===== config.mk =====
export PLATFORM = sky130hd
export DESIGN_NAME = sub_bytes_engine
export DESIGN_NICKNAME = d
export VERILOG_FILES = /design/src/rtl/sub_bytes_engine.sv
export SDC_FILE = /design/constraint.sdc
export NUM_CORES = 1
export LEC_CHECK = 0
export BUFFER_PORTS_ARGS = -buffer_cell sky130_fd_sc_hd__buf_2
export CAP_MARGIN = 30
export CORE_MARGIN = 5
export CORE_UTILIZATION = 60
export DETAILED_ROUTE_END_ITERATION = 7
export PLACE_DENSITY = 0.82
export SLEW_MARGIN = 20
export SYNTH_ARGS = -nofsm -noshare
export SYNTH_HDL_FRONTEND = slang
export SYNTH_SLANG_ARGS = --single-unit

===== constraint.sdc =====
create_clock -name clk -period 12.9 [get_ports clk]
set_input_delay 1.29 -clock clk [delete_from_list [all_inputs] [get_ports clk]]
set_output_delay 1.29 -clock clk [all_outputs]
set_load 0.005 [all_outputs]

===== src/rtl/sub_bytes_engine.sv =====
// sub_bytes_engine: AES SubBytes/InvSubBytes over LANES composite-field S-box lanes, BEATS=16/LANES cycles per block.
// Optional define SUB_BYTES_PIPE_EN registers each lane after its GF(2^4) inverter (latency BEATS+1).
module sub_bytes_engine #(
  parameter int LANES = 4
) (
  input  logic         clk,
  input  logic         rst_n,
  input  logic         in_valid,
  output logic         in_ready,
  input  logic [127:0] in_data,
  input  logic         in_dec,
  output logic         out_valid,
  input  logic         out_ready,
  output logic [127:0] out_data,
  output logic         busy
);
  localparam int BEATS = 16 / LANES;
  localparam int CW = (BEATS > 1) ? $clog2(BEATS) : 1;
  localparam logic [1:0] IDLE = 2'd0;
  localparam logic [1:0] BUSY = 2'd1;
  localparam logic [1:0] DONE = 2'd2;

  if (!(LANES == 1 || LANES == 2 || LANES == 4 || LANES == 8 || LANES == 16)) begin : g_bad
    $error("sub_bytes_engine: LANES must be 1, 2, 4, 8 or 16");
  end

  function automatic logic [3:0] gf4_mul(input logic [3:0] a, input logic [3:0] b);
    logic [3:0] r, t;
    r = '0;
    t = a;
    for (int i = 0; i < 4; i++) begin
      if (b[i]) r = r ^ t;
      t = {t[2:0], 1'b0} ^ (t[3] ? 4'h3 : 4'h0);
    end
    return r;
  endfunction

  function automatic logic [3:0] gf4_inv(input logic [3:0] a);
    logic [3:0] a2, a4, a8;
    a2 = gf4_mul(a, a);
    a4 = gf4_mul(a2, a2);
    a8 = gf4_mul(a4, a4);
    return gf4_mul(gf4_mul(a2, a4), a8);
  endfunction

  // Smallest lambda making y^2+y+lambda irreducible over GF(2^4)
  function automatic logic [3:0] find_lambda();
    logic [3:0] r;
    logic ok;
    r = '0;
    for (int l = 15; l > 0; l--) begin
      ok = 1'b1;
      for (int g = 0; g < 16; g++)
        if ((gf4_mul(4'(g), 4'(g)) ^ 4'(g)) == 4'(l)) ok = 1'b0;
      if (ok) r = 4'(l);
    end
    return r;
  endfunction

  localparam logic [3:0] L = find_lambda();

  function automatic logic [7:0] gf8_mul(input logic [7:0] a, input logic [7:0] b);
    logic [3:0] hh;
    hh = gf4_mul(a[7:4], b[7:4]);
    return {hh ^ gf4_mul(a[7:4], b[3:0]) ^ gf4_mul(a[3:0], b[7:4]),
            gf4_mul(hh, L) ^ gf4_mul(a[3:0], b[3:0])};
  endfunction

  function automatic logic [7:0] mat_mul(input logic [63:0] m, input logic [7:0] x);
    logic [7:0] r;
    r = '0;
    for (int i = 0; i < 8; i++)
      if (x[i]) r = r ^ m[8*i +: 8];
    return r;
  endfunction

  function automatic logic [7:0] rotl(input logic [7:0] x, input int n);
    logic [15:0] t;
    t = {x, x} << n;
    return t[15:8];
  endfunction

  // Isomorphism columns are powers of a composite-field root of x^8+x^4+x^3+x+1
  function automatic logic [63:0] find_iso();
    logic [8:0][7:0] p;
    logic [63:0] m;
    logic found;
    m = '0;
    found = 1'b0;
    for (int b = 2; b < 256; b++) begin
      p[0] = 8'h01;
      for (int k = 1; k < 9; k++) p[k] = gf8_mul(p[k-1], 8'(b));
      if (!found && (p[8] ^ p[4] ^ p[3] ^ p[1] ^ p[0]) == 8'h00) begin
        found = 1'b1;
        for (int k = 0; k < 8; k++) m[8*k +: 8] = p[k];
      end
    end
    return m;
  endfunction

  function automatic logic [63:0] inv_mat(input logic [63:0] m);
    logic [63:0] r;
    r = '0;
    for (int i = 0; i < 8; i++)
      for (int a = 0; a < 256; a++)
        if (mat_mul(m, 8'(a)) == 8'(1 << i)) r[8*i +: 8] = 8'(a);
    return r;
  endfunction

  function automatic logic [63:0] enc_mat(input logic [63:0] mi);
    logic [63:0] r;
    logic [7:0] v;
    for (int i = 0; i < 8; i++) begin
      v = mat_mul(mi, 8'(1 << i));
      r[8*i +: 8] = v ^ rotl(v, 1) ^ rotl(v, 2) ^ rotl(v, 3) ^ rotl(v, 4);
    end
    return r;
  endfunction

  function automatic logic [63:0] dec_mat(input logic [63:0] m);
    logic [63:0] r;
    logic [7:0] e;
    for (int i = 0; i < 8; i++) begin
      e = 8'(1 << i);
      r[8*i +: 8] = mat_mul(m, rotl(e, 1) ^ rotl(e, 3) ^ rotl(e, 6));
    end
    return r;
  endfunction

  localparam logic [63:0] M  = find_iso();
  localparam logic [63:0] MI = inv_mat(M);
  localparam logic [63:0] E  = enc_mat(MI);
  localparam logic [63:0] D  = dec_mat(M);
  localparam logic [7:0]  C5 = mat_mul(M, 8'h05);

  logic [1:0]    r_state;
  logic [CW-1:0] r_beat;
  logic [127:0]  r_src, r_res;
  logic          r_dec;
  logic [11:0]   w_a [LANES];
  logic [11:0]   w_b [LANES];
  logic [7:0]    w_out [LANES];
  logic [CW-1:0] w_wbeat;
  logic          w_wr;
  logic [CW-1:0] w_next;

  assign w_next = (BEATS == 1) ? '0 : r_beat + 1'b1;

  for (genvar j = 0; j < LANES; j++) begin : g_lane
    logic [7:0] w_x, w_v, w_inv;
    logic [3:0] w_d;
    assign w_x = r_src[(int'(r_beat) * LANES + j) * 8 +: 8];
    assign w_v = r_dec ? mat_mul(D, w_x) ^ C5 : mat_mul(M, w_x);
    assign w_d = gf4_mul(gf4_mul(w_v[7:4], w_v[7:4]), L) ^ gf4_mul(w_v[7:4], w_v[3:0]) ^ gf4_mul(w_v[3:0], w_v[3:0]);
    assign w_a[j] = {w_v, gf4_inv(w_d)};
    assign w_inv = {gf4_mul(w_b[j][11:8], w_b[j][3:0]), gf4_mul(w_b[j][11:8] ^ w_b[j][7:4], w_b[j][3:0])};
    assign w_out[j] = r_dec ? mat_mul(MI, w_inv) : mat_mul(E, w_inv) ^ 8'h63;
  end

`ifdef SUB_BYTES_PIPE_EN
  logic [11:0]   r_p [LANES];
  logic [CW-1:0] r_pbeat;
  logic          r_pvld, r_drain;
  assign w_b = r_p;
  assign w_wbeat = r_pbeat;
  assign w_wr = r_pvld;
  always_ff @(posedge clk or negedge rst_n)
    if (!rst_n) begin
      r_p <= '{default: '0};
      r_pbeat <= '0;
      r_pvld <= 1'b0;
    end else begin
      r_p <= w_a;
      r_pbeat <= r_beat;
      r_pvld <= r_state == BUSY && !r_drain;
    end
`else
  assign w_b = w_a;
  assign w_wbeat = r_beat;
  assign w_wr = 1'b1;
`endif

  always_ff @(posedge clk or negedge rst_n)
    if (!rst_n) begin
      r_state <= IDLE;
      r_beat <= '0;
      r_src <= '0;
      r_res <= '0;
      r_dec <= 1'b0;
`ifdef SUB_BYTES_PIPE_EN
      r_drain <= 1'b0;
`endif
    end else begin
      case (r_state)
        IDLE: if (in_valid) begin
          r_src <= in_data;
          r_dec <= in_dec;
          r_beat <= '0;
          r_state <= BUSY;
        end
        BUSY: begin
          if (w_wr)
            for (int k = 0; k < LANES; k++) r_res[(int'(w_wbeat) * LANES + k) * 8 +: 8] <= w_out[k];
`ifdef SUB_BYTES_PIPE_EN
          if (!r_drain) begin
            r_beat <= w_next;
            r_drain <= r_beat == CW'(BEATS - 1);
          end else begin
            r_drain <= 1'b0;
            r_state <= DONE;
          end
`else
          r_beat <= w_next;
          if (r_beat == CW'(BEATS - 1)) r_state <= DONE;
`endif
        end
        DONE: if (out_ready) r_state <= IDLE;
        default: r_state <= IDLE;
      endcase
    end

  assign in_ready  = r_state == IDLE;
  assign busy      = r_state != IDLE;
  assign out_valid = r_state == DONE;
  assign out_data  = r_res;
endmodule

After elaboration in Yosys (flattened, before gate mapping). Cells that the tools add are included.

Bits in registers: 261. Logic and storage cells: 787.

Add/subtract/negate cells: 8. Equality and inequality tests: 6. Shift operators: 12. Mux-type cells: 402. Bitwise operators: 348. Reductions and logical operators: 6.

Operators by type and width (count): 4-bit 2-to-1 mux (160); 4-bit bitwise XOR (132); 128-bit bitwise mux (4); 8-bit by 33-bit variable shift with 128-bit output, first input constant (4); 8-bit by 33-bit variable part select with 128-bit output (4); 8-bit 2-to-1 mux (56); 128-bit by 32-bit variable part select with 8-bit output (3); 4-bit by 2-bit bitwise XOR with 4-bit output (96); 7-bit 2-to-1 mux (40); 2-bit 2-to-1 mux (104); 6-bit 2-to-1 mux (24); 128-bit by 8-bit variable part select with 8-bit output (1); 4-bit inverter (28); 5-bit inverter (20); 8-bit negator with 33-bit output (3); 3-bit inverter (32); 6-bit inverter (12); 7-bit negator with 33-bit output (1); 2-bit inverter (12); 5-bit 2-to-1 mux (4); 4-bit inverter with 5-bit output (4); 4-bit inverter, first input constant (4); 4-bit by 2-bit adder with 5-bit output, second input constant (2); 1-bit 2-to-1 mux (8); other kinds (14) (24).

Depth between registers and ports, before layout. Gate-level depths: netlist (run 1).

Word-level depth: 94. Mapped depth: 40. Mapped depth without buffers: 31.

Worst setup path after synthesis (run 1). Ideal clock, no wire load.

Path kind: register -> register. Start: reg r_beat[0]. End: reg r_res[109] (netlist: out_data[109]). Library setup time: 0.130 ns. Arrival time: 8.839 ns. Data required time: 12.770 ns. Slack: 3.931 ns. Stages on the path, launching flop included: 39. Buffers on the path: 7. Clock period less this slack: 8.969 ns. Cell sequence: dfrtp_1 buf_6 buf_6 buf_6 mux4_2 xor3_1 xnor2_1 mux2i_1 xnor2_2 inv_2 buf_6 ha_1 or2_2 or2_2 mux2_2 o211a_1 or2_1 a221oi_1 [3 not listed] xnor2_1 xnor2_1 ha_1 clkbuf_1 clkinv_1 nor2_1 a221oi_1 o21bai_1 a32oi_1 or2_1 buf_2 nand2_1 xor2_1 xnor2_1 xnor3_1 xnor3_1 mux2i_1 o21ai_1.

Cells in the longest elaborated chain, start to end: 86. Elaborated cells on any way between the ends: 751. Those cells by class: add/sub: 7; shift: 12; mux: 396; bitwise: 336.

Ends and longest elaborated chain: start, declared (RTL line 137) `logic [CW-1:0] r_beat;`; start signal, assigned (RTL line 213) `r_beat <= w_next;`; 4-bit by 1-bit adder with 5-bit output or 128-bit by 8-bit variable part select with 8-bit output (tied branches) (RTL line 152, 203); 128-bit by 32-bit variable part select with 8-bit output or 7-bit 2-to-1 mux (tied branches) (RTL line 152, 73); 7-bit 2-to-1 mux or 6-bit inverter (tied branches); 6-bit inverter (no source line) or 8-bit 2-to-1 mux (tied branches); 8-bit 2-to-1 mux or 3-bit inverter (tied branches); 3-bit inverter (no source line) or 8-bit 2-to-1 mux (tied branches); 8-bit 2-to-1 mux or 6-bit 2-to-1 mux (tied branches) (RTL line 73) `if (x[i]) r = r ^ m[8*i +: 8];`; 6-bit 2-to-1 mux or 5-bit inverter (tied branches); [69 not listed]; 6-bit 2-to-1 mux or 7-bit 2-to-1 mux (tied branches) (RTL line 73); 7-bit 2-to-1 mux (RTL line 73); 7-bit 2-to-1 mux or 4-bit inverter (tied branches); 4-bit inverter (no source line) or 8-bit 2-to-1 mux (tied branches); 8-bit 2-to-1 mux or 8-bit by 33-bit variable part select with 128-bit output (tied branches) (RTL line 157, 203); 8-bit by 33-bit variable part select with 128-bit output or 128-bit bitwise mux (tied branches) (RTL line 203) `for (int k = 0; k < LANES; k++) r_res[(int'(w_wbeat) * LANES + k) * 8 +: 8] <= w_out[k];`; 128-bit bitwise mux (2 in series) (RTL line 203); 128-bit bitwise mux * (RTL line 203); end signal, assigned (RTL line 188) `r_res <= '0;`; end, declared (RTL line 138) `logic [127:0] r_src, r_res;`.

Mark *: on every way between the ends. The rest lies on a longest branch, timed or not. A chain may end at the register's enable or synchronous reset.

Worst setup path in the final report (run 1).
Start: reg r_beat[0]. End: reg r_res[114] (netlist: out_data[114]).

Same word-level chain as after synthesis.

==> results of run 1 <==
==> cell usage in the layout, fill, tap and decap left out, types with 27 or more instances in the layout <==
master     count
ha_1          28
o21ai_1       63
nor3_1        56
nand4_1       29
mux4_2        35
nand2_1      621
xnor3_1       31
clkbuf_16     27
dfrtp_1      258
nand3_1       44
buf_2        266
xnor2_1      196
a21oi_1       57
nor2_1       130
mux2i_1       44
o21ai_0       96
xor2_1        81
==> per-stage QoR <==
| step | util (%) | cell area [µm²] |
|---|---|---|
| floorplan | - | 21070 |
| global placement | 64.98 | 22500 |
| detailed placement | 65.14 | 22560 |
| CTS | 67.61 | 23410 |
| global route | 67.83 | 23490 |
| finish | 67.83 | 23490 |
==> worst max path at each step <==
stage	endpoint	from
2_1_floorplan	out_data[109]	r_beat[0]
3_3_place_gp	out_data[113]	r_beat[0]
3_5_place_dp	out_data[13]	r_beat[0]
4_1_cts	out_data[114]	r_beat[0]
5_1_grt	out_data[114]	r_beat[0]
6_report	out_data[114]	r_beat[0]
==> state kept, by name, summed over array words and instances, names as in the netlist <==
register	cells
out_data	128
r_beat	2
r_dec	1
r_src	128
r_state	2
==> critical path: cells and delay by family, from the launching register on <==
| family | cells | cell delay (ns) |
|---|---|---|
| buf+inv | 4 | 1.28 |
| flops | 1 | 0.83 |
| mux | 2 | 1.23 |
| xor+xnor | 8 | 2.28 |
| fa+ha+maj | 2 | 0.86 |
| simple gates | 9 | 2.47 |
| compound gates | 7 | 1.49 |
==> per-layer routing <==
layer | vias up | GRT usage, % | wire length, µm
met5 | - | 0 | 0
met4 | 0 | 8.449 | 1725
met3 | 108 | 4.810 | 5676
met2 | 1086 | 46.50 | 27080
met1 | 9269 | 44.08 | 26080
li1 | 8937 | - | -
==> final cells by class <==
type / instances / area share (%)
multi-input cells: 1981 / 58.46
inverters: 46 / 0.7351
flip-flops and latches: 261 / 27.83
repair buffers: 296 / 6.914
clock inverters: 8 / 0.3143
well taps: 455 / 2.424
clock buffers: 39 / 3.324
==> cell families after synthesis <==
group / after synthesis / share of synthesized area, %
AO/OA/AOI/OAI: 485 / 16.42
multiplexers: 91 / 6.685
adder cells (fa/ha/maj): 31 / 1.805
XOR/XNOR: 349 / 18.87
buffers and inverters: 187 / 3.901
AND/OR/NAND/NOR: 1025 / 21.33
flip-flops: 261 / 30.99
==> metrics.md, run 1 <==
| Metric | Value |
|---|---|
| Slew headroom | between 30% and 40% |
| HP Class | flop to flop |
| Num rows | 68 |
| CTS buffer count | 27 |
| Crit path time final | between 10 and 15 ns |
| Via/cell ratio | ~6.3 |
| Syn. warnings | 0 |
| Netlist cell types | roughly 120 |
| # DRC | 0 |
| Die Wd | a little under 200 µm |
| Multi-input gate area | 0.01373 mm² |
| First-pass GRT wire length | between 90000 and 100000 µm |
| Filler cells | between 2000 and 3000 |
| H-tree Lvls | 1 |
| Final setup margin | approximately 2.3 ns |
| Latest clock arrival within the worst-skew pair | 0.55 ns |
| DRT iter0 DRCs | ~1700 |
| Max stage delay on crit path | roughly 0.83 ns |
| Cells after DPL | ~3000 |
| Number of flops mapped to enable cells by yosys | 0 |
| Critical hold path startpoint | r_src[68] |
| Top cell by count, worst path | xnor2_1 |
| Max clock buf depth | 3 |
| Most frequent cells after synthesis | nand2_1 (622), dfrtp_1 (261), xnor2_1 (196), nor2_1 (130), o21ai_0 (96) |
| CTS tree | yes |
| Worst Hold Path EP | r_src[68] |
| Setup Skew | approximately 0.019 ns |
| Post-Syn Area per Cell | 8.676 µm² |
| Post-layout nets | 2774 |
| Hold depth | 2 |
| Slew @ Worst Pin | about 1 ns |
| Sink Count | around 260 |
| Async S/R FF share, synth | 100.0% |
| Final worst-path cycle share | 82.48% |
| Final Hold Fails | 0 |
| Clk root buf | clkbuf_16 |
| Unrepaired setup endpoints after global routing | no |
| Critical path's slowest cell | dfrtp_2 |
| Top-Level Pins | 264 |
| CP endpoint kind | flop |
| Reg2reg path depth | 32 |
| Post-synth top area cell | dfrtp_1 |
| Critical Path RT | about 13 ns |
| Setup crit start kind | flop |
| Startpoint of the worst register-to-register path | r_beat[0] |
| Post-CTS Hold Buffers | 0 |
| Largest net degree at the start of global routing | 109 |
| Antenna violations before repair | 0 |
| Max-cap check violation count | 0 |
| R2R setup slack | between 2 and 2.5 ns |
| Max Clk Rate | around 0.094 GHz |
| Pre-CTS setup slack | between 2 and 3 ns |
| Post-synthesis sequential area ratio | 30.99% |
| Pins Over Slew Limit | 0 |
| Router iterations before antenna repair | 7 |
| CP Max Fanout | 28 |
| Critical path class | flop to flop |
| Drt wl/cell | 19.62 µm |
| Sequential Area | approximately 0.0065 mm² |
| Sum Neg Setup Slack | 0 ns |
| Syn-to-layout area delta | 11.46% |
| Ant. Diodes | 0 |
| Grt ovf | 0 |
| Final wirelength | 60560 µm |
| GRT Util Overall | 30.02% |
| Initial Utilization | between 60% and 70% |
| Vias after detailed routing | slightly below 20000 |
| #FFs+latches synth | 261 |
| CORE AREA | between 0.03 and 0.04 mm² |
| Resized cells post-CTS | 0 |
| Layout cells sized above 1 | 17.86% |
| Die height | between 150 and 200 µm |
| Post-CTS setup buffer count | 0 |
| Post-Syn Area | between 0.02 and 0.025 mm² |
| Synth area leaders | dfrtp_1 (31%), nand2_1 (11%), xnor2_1 (8.1%), mux4_2 (3.7%), xor2_1 (3.4%) |
| Final setup fails | 0 |
| Number of global-route vias before repair | 18460 |
| Clock Pin Slew Worst Setup and Hold Paths | roughly 0.060 ns |
| Status | finished clean |
| IO buf count | approximately 260 |
| Post-route ant nets | 0 |
| Hold_ws | 0.4684 ns |
| Count leader, synth | nand2_1 |
| Syn Nets | around 2600 |
| HPWL Detailed | approximately 44000 µm |
| Main synth FF type | dfrtp_1 |
| Cell Count, Final, Fillers Out | roughly 3100 |
| Reg-to-reg endpoint | out_data[114] |
| GP Congestion | 0.9275 |
| Syn Inst Count | about 2400 |
| Top cell type's share of synthesized area | 30.99% |
| Die area | slightly below 0.04 mm² |
| Worst Path Arrival | about 11 ns |
Power of run 1 is not shown: default switching activity piles up to over one toggle a cycle in this logic, so the estimate is an artifact.
==> run 2, diff against run 1 <==
Clock period 12.9 ns to 10.25 ns, I/O delays scaled along.
==> metrics.md, run 2 (synthesis results as in run 1) <==
| Metric | Value |
|---|---|
| Ant. Diodes | 0 |
| Pins Over Slew Limit | 0 |
| CP Max Fanout | 15 |
| GP Congestion | approximately 0.95 |
| Most frequent cells in the layout | nand2_1 (621), buf_2 (264), dfrtp_1 (258) |
| H-tree Lvls | 1 |
| Sum Neg Setup Slack | 0 ns |
| Drt wl/cell | 19.65 µm |
| First-pass GRT wire length | around 99000 µm |
| CP endpoint kind | flop |
| Max Clk Rate | around 0.10 GHz |
| Setup Skew | ~0.027 ns |
| Cells after DPL | between 3000 and 4000 |
| Slew headroom | between 30 and 40% |
| Worst Path Arrival | 9.93 ns |
| Pre-CTS setup slack | 0.7339 ns |
| Latest clock arrival within the worst-skew pair | ~0.55 ns |
| Antenna violations before repair | 0 |
| Router iterations before antenna repair | 8 |
| Grt ovf | 0 |
| HPWL Detailed | between 40000 and 50000 µm |
| Die height | 197.4 µm |
| Fin area | approximately 0.024 mm² |
| Reg2reg path depth | 33 |
| Clk root buf | clkbuf_16 |
| Post-DP Area | approximately 0.023 mm² |
| CORE AREA | 0.03463 mm² |
| Num rows | between 60 and 70 |
| Final wirelength | approximately 61000 µm |
| HP Class | input pin to async pin |
| Final Hold Fails | 0 |
| Crit path from | r_beat[0] |
| R2R setup slack | around 0.71 ns |
| Reg-to-reg endpoint | out_data[13] |
| Cell Count, Final, Fillers Out | 3110 |
| Multi-input gate area | roughly 0.014 mm² |
| Startpoint of the worst register-to-register path | r_beat[0] |
| Critical path class | flop to flop |
| Top-Level Pins | between 200 and 300 |
| Clock Pin Slew Worst Setup and Hold Paths | about 0.07 ns |
| # DRC | 0 |
| Crit path time final | around 9.5 ns |
| CP delay by family, top | XOR/XNOR gates |
| Number of global-route vias before repair | ~19000 |
| Vias after detailed routing | about 20000 |
| Sequential Area | about 0.0065 mm² |
| Post-route ant nets | 0 |
| Die Wd | ~200 µm |
| DRT iter0 DRCs | 1955 |
| Unrepaired setup endpoints after global routing | no |
| Critical Path RT | 10.64 ns |
| Initial Utilization | approximately 61% |
| IO buf count | 263 |
| WP depth | 33 |
| Die area | just under 0.04 mm² |
| Critical path's slowest cell | mux4_2 |
| Syn-to-layout area delta | 12.42% |
| Sink Count | 261 |
| Max clock buf depth | 3 |
| Critical Path Sink | out_data[13] |
| Final setup fails | 0 |
| Max-cap check violation count | 0 |
| Post-CTS Hold Buffers | 0 |
| Via/cell ratio | 6.286 |
| Leading cell type in the layout, fill and taps excluded | nand2_1 |
| Setup crit start kind | flop |
| Filler cells | roughly 2800 |
| Largest net degree at the start of global routing | between 100 and 150 |
| Post-layout nets | 2800 |
| Layout cells sized above 1 | between 10% and 20% |
| Top cell by count, worst path | xnor2_1 |
| Status | finished clean |
| Slew @ Worst Pin | approximately 0.95 ns |
| Final worst-path cycle share | approximately 93% |
| Buffers plus inverters on the worst setup path | 4 |
| Final setup margin | a little over 0.7 ns |
| CTS tree | yes |
| Max stage delay on crit path | around 0.61 ns |
| CTS buffer count | 27 |
| GRT Util Overall | 30.36% |
-- run 2: changes by cell type in the layout (fill, tap and decap cells not counted) --
cell,change
buf_12,-1
buf_8,+3
dfrtp_4,+1
buf_2,-2
ha_1,-1
inv_6,+1
buf_6,+2
clkbuf_4,+1
dfrtp_2,-1
clkbuf_8,-1
clkinvlp_4,-2
ha_2,+1
buf_4,+23
-- run 2: timing repair --
item,CTS,global route
setup endpoints to repair,0,9
resized for setup,0,2
setup buffers,0,0
hold endpoints to repair,0,0
-- run 2: metal layers --
layer | vias to the layer above | share of wire (%) | track usage (%)
met5 | - | 0 | 0
met2 | 1096 | 45 | 47.85
met4 | 0 | 2.4 | 7.627
met1 | 9348 | 43 | 44.97
li1 | 8999 | - | -
met3 | 108 | 9.3 | 3.855
-- run 2: layout make-up --
| cell class | instances | area share, % |
|---|---|---|
| tap | 455 | 2.403 |
| multi-input combinational | 1981 | 57.97 |
| clock buffer | 38 | 3.237 |
| inverter | 46 | 0.7288 |
| timing repair buffer | 322 | 7.774 |
| sequential | 261 | 27.60 |
| clock inverter | 7 | 0.2852 |
-- run 2: worst min-delay path by stage --
stage | startpoint | to | slack [ns] | cells after the start
2_1_floorplan | r_src[64] | r_src[64] | 0.44 | 2
3_3_place_gp | r_src[104] | r_src[104] | 0.45 | 2
3_5_place_dp | r_src[28] | r_src[28] | 0.46 | 2
4_1_cts | r_src[50] | r_src[50] | 0.48 | 2
5_1_grt | r_src[119] | r_src[119] | 0.49 | 2
6_report | rst_n | out_data[49] | 0.48 | 1
-- run 2: stage by stage --
step           hold WS [ns]  util [%]
4_1_cts              0.4765     68.09
6_report             0.4757     68.42
3_3_place_gp         0.4543     65.54
2_1_floorplan        0.4403         -
5_1_grt              0.4947     68.42
3_5_place_dp         0.4620     65.68
-- run 2: worst register-to-register path: cells and delay by family, from the launching register on --
family	cells	cell delay, ns
XOR/XNOR	9	2.56
AND/OR/NAND/NOR	8	1.93
AO/OA/AOI/OAI	6	1.39
multiplexers	4	1.34
buffers and inverters	4	0.98
flip-flops	1	0.60
adder cells (fa/ha/maj)	2	0.57
Power of run 2 is left out for the same reason.
==> run 3, diff against run 2 <==
Settings changed: ABC_AREA set to 1, CORE_UTILIZATION 60 to 61.
==> metrics.md, run 3 <==
| Metric | Value |
|---|---|
| Status | finished clean |
| Syn-to-layout area delta | 10.26% |
| Top cell by count, worst path | nand2_1 |
| Async S/R FF share, synth | between 90% and 100% |
| Largest net degree at the start of global routing | approximately 130 |
| Post-CTS Hold Buffers | 0 |
| Post-CTS setup buffer count | 0 |
| Syn Nets | 4026 |
| #FFs+latches synth | 261 |
| Router iterations before antenna repair | 6 |
| HPWL Detailed | roughly 50000 µm |
| HP Class | flop to flop |
| CP endpoint kind | flop |
| Max Clk Rate | about 0.12 GHz |
| GRT Util Overall | between 20 and 30% |
| H-tree Lvls | 1 |
| Critical path's slowest cell | dfrtp_4 |
| Top cell type's share of synthesized area | around 28% |
| Most frequent cells in the layout | nand2_1 (1784), nand3_1 (575), buf_2 (263) |
| Cells after DPL | between 4000 and 5000 |
| Number of global-route vias before repair | roughly 23000 |
| Worst Path Arrival | 8.65 ns |
| Top-Level Pins | roughly 260 |
| Num rows | 72 |
| Post-Syn Area per Cell | 6.245 µm² |
| Max-cap check violation count | 0 |
| Initial Utilization | between 60% and 70% |
| GP Congestion | around 0.93 |
| CTS buffer count | 27 |
| CP Max Fanout | 74 |
| Grt ovf | 0 |
| Final Hold Fails | 0 |
| Max stage delay on crit path | 0.96 ns |
| Layout cells sized above 1 | 19.31% |
| CORE AREA | about 0.04 mm² |
| Synth area leaders | nand2_1 (28%), dfrtp_1 (27%), nand3_1 (12%), mux2_2 (5.6%), inv_1 (3.8%) |
| Critical Path RT | around 11 ns |
| Max clock buf depth | 3 |
| Die Wd | 208.9 µm |
| Final Util | 68.39% |
| Syn Inst Count | just under 4000 |
| Via/cell ratio | around 5.5 |
| Resized cells post-CTS | 0 |
| Post-synthesis sequential area ratio | between 20% and 30% |
| Leading cell type in the layout, fill and taps excluded | nand2_1 |
| Setup crit start kind | flop |
| Cell Count, Final, Fillers Out | roughly 4600 |
| Crit path time final | about 8 ns |
| Pins Over Slew Limit | 0 |
| Main synth FF type | dfrtp_1 |
| DRT iter0 DRCs | between 2000 and 2500 |
| Antenna violations before repair | 8 |
| Number of flops mapped to enable cells by yosys | 0 |
| First-pass GRT wire length | between 100000 and 150000 µm |
| Post-route ant nets | 0 |
| Clock Pin Slew Worst Setup and Hold Paths | roughly 0.06 ns |
| Latest clock arrival within the worst-skew pair | around 0.55 ns |
| Slew @ Worst Pin | 0.9647 ns |
| Sum Neg Setup Slack | 0 ns |
| Post-layout nets | 4231 |
| Vias after detailed routing | approximately 25000 |
| Unrepaired setup endpoints after global routing | no |
| IO buf count | roughly 260 |
| Post-synth top area cell | nand2_1 |
| Setup Skew | ~0.021 ns |
| Slew headroom | about 36% |
| Pre-CTS setup slack | about 2.3 ns |
| Sink Count | 261 |
| Count leader, synth | nand2_1 |
| Critical path class | flop to flop |
| Final worst-path cycle share | about four fifths |
| Syn. warnings | 0 |
| Final setup margin | between 2 and 2.5 ns |
| CTS tree | yes |
| # DRC | 0 |
| Clk root buf | clkbuf_16 |
| Post-Syn Area | about 0.024 mm² |
| Die area | approximately 0.044 mm² |
| Final wirelength | between 60000 and 70000 µm |
| Drt wl/cell | ~15 µm |
| Most frequent cells after synthesis | nand2_1 (1785), nand3_1 (575), dfrtp_1 (261), inv_1 (246), nand2_2 (140) |
| Die height | between 200 and 250 µm |
| Final setup fails | 0 |
| Netlist cell types | between 50 and 60 |
[run 3: cell type report]
class / count / area, µm²
Clock buffer: 37 / 783.3
Sequential cell: 261 / 6538
Timing Repair Buffer: 281 / 1546
Multi-Input combinational cell: 3142 / 15590
Tap cell: 518 / 648.1
Antenna cell: 1 / 2.502
Inverter: 357 / 1360
Clock inverter: 9 / 148.9
Fill cell: 3537 / 12300
[run 3: cells by family (layout without fill, tap and decap cells)]
family	count (synthesis)	after routing	share of synthesized area, %
simple gates	2812	2812	51.70
other cells	0	1	0
compound gates	99	99	2.260
fa+ha+maj	28	28	1.451
xor+xnor	81	81	3.463
flops	261	261	27.06
buf+inv	462	684	8.392
mux	122	122	5.681
[run 3: metrics by stage]
stage | cell area, µm² | hold WS [ns]
2_1_floorplan | 24140 | 0.4725
3_3_place_gp | 25550 | 0.4593
3_5_place_dp | 25580 | 0.4603
4_1_cts | 26520 | 0.4762
5_1_grt | 26610 | 0.4957
6_report | 26620 | 0.4705
[run 3: per-layer routing]
metal  track usage (%)  up-vias  part of all wire (%)
met3             4.874      178                   7.3
met4             10.58       12                   3.8
li1                  -    12760                     -
met5                 0        -                 0.095
met1             38.98    11570                    42
met2             50.68      978                    47
[run 3: path summary, 6_finish.rpt]
kind                            slack [ns]        start           end  cells after the start
worst max-delay path                  2.03    r_beat[0]  out_data[49]                     59
worst min-delay path                  0.47  out_data[3]   out_data[3]                      2
worst max register to register        2.03    r_beat[0]  out_data[49]                     59
worst min register to register        0.47  out_data[3]   out_data[3]                      2
max in group asynchronous             8.20        rst_n     r_beat[0]                      2
min in group asynchronous             0.60        rst_n     r_src[36]                      1
[run 3: critical path: cells and delay by family (launching register included)]
| kind | cells | cell delay (ns) |
|---|---|---|
| xor+xnor | 3 | 0.72 |
| fa+ha+maj | 2 | 0.61 |
| buf+inv | 8 | 0.88 |
| flops | 1 | 0.96 |
| simple gates | 46 | 4.85 |
Power of run 3 is left out for the same reason.
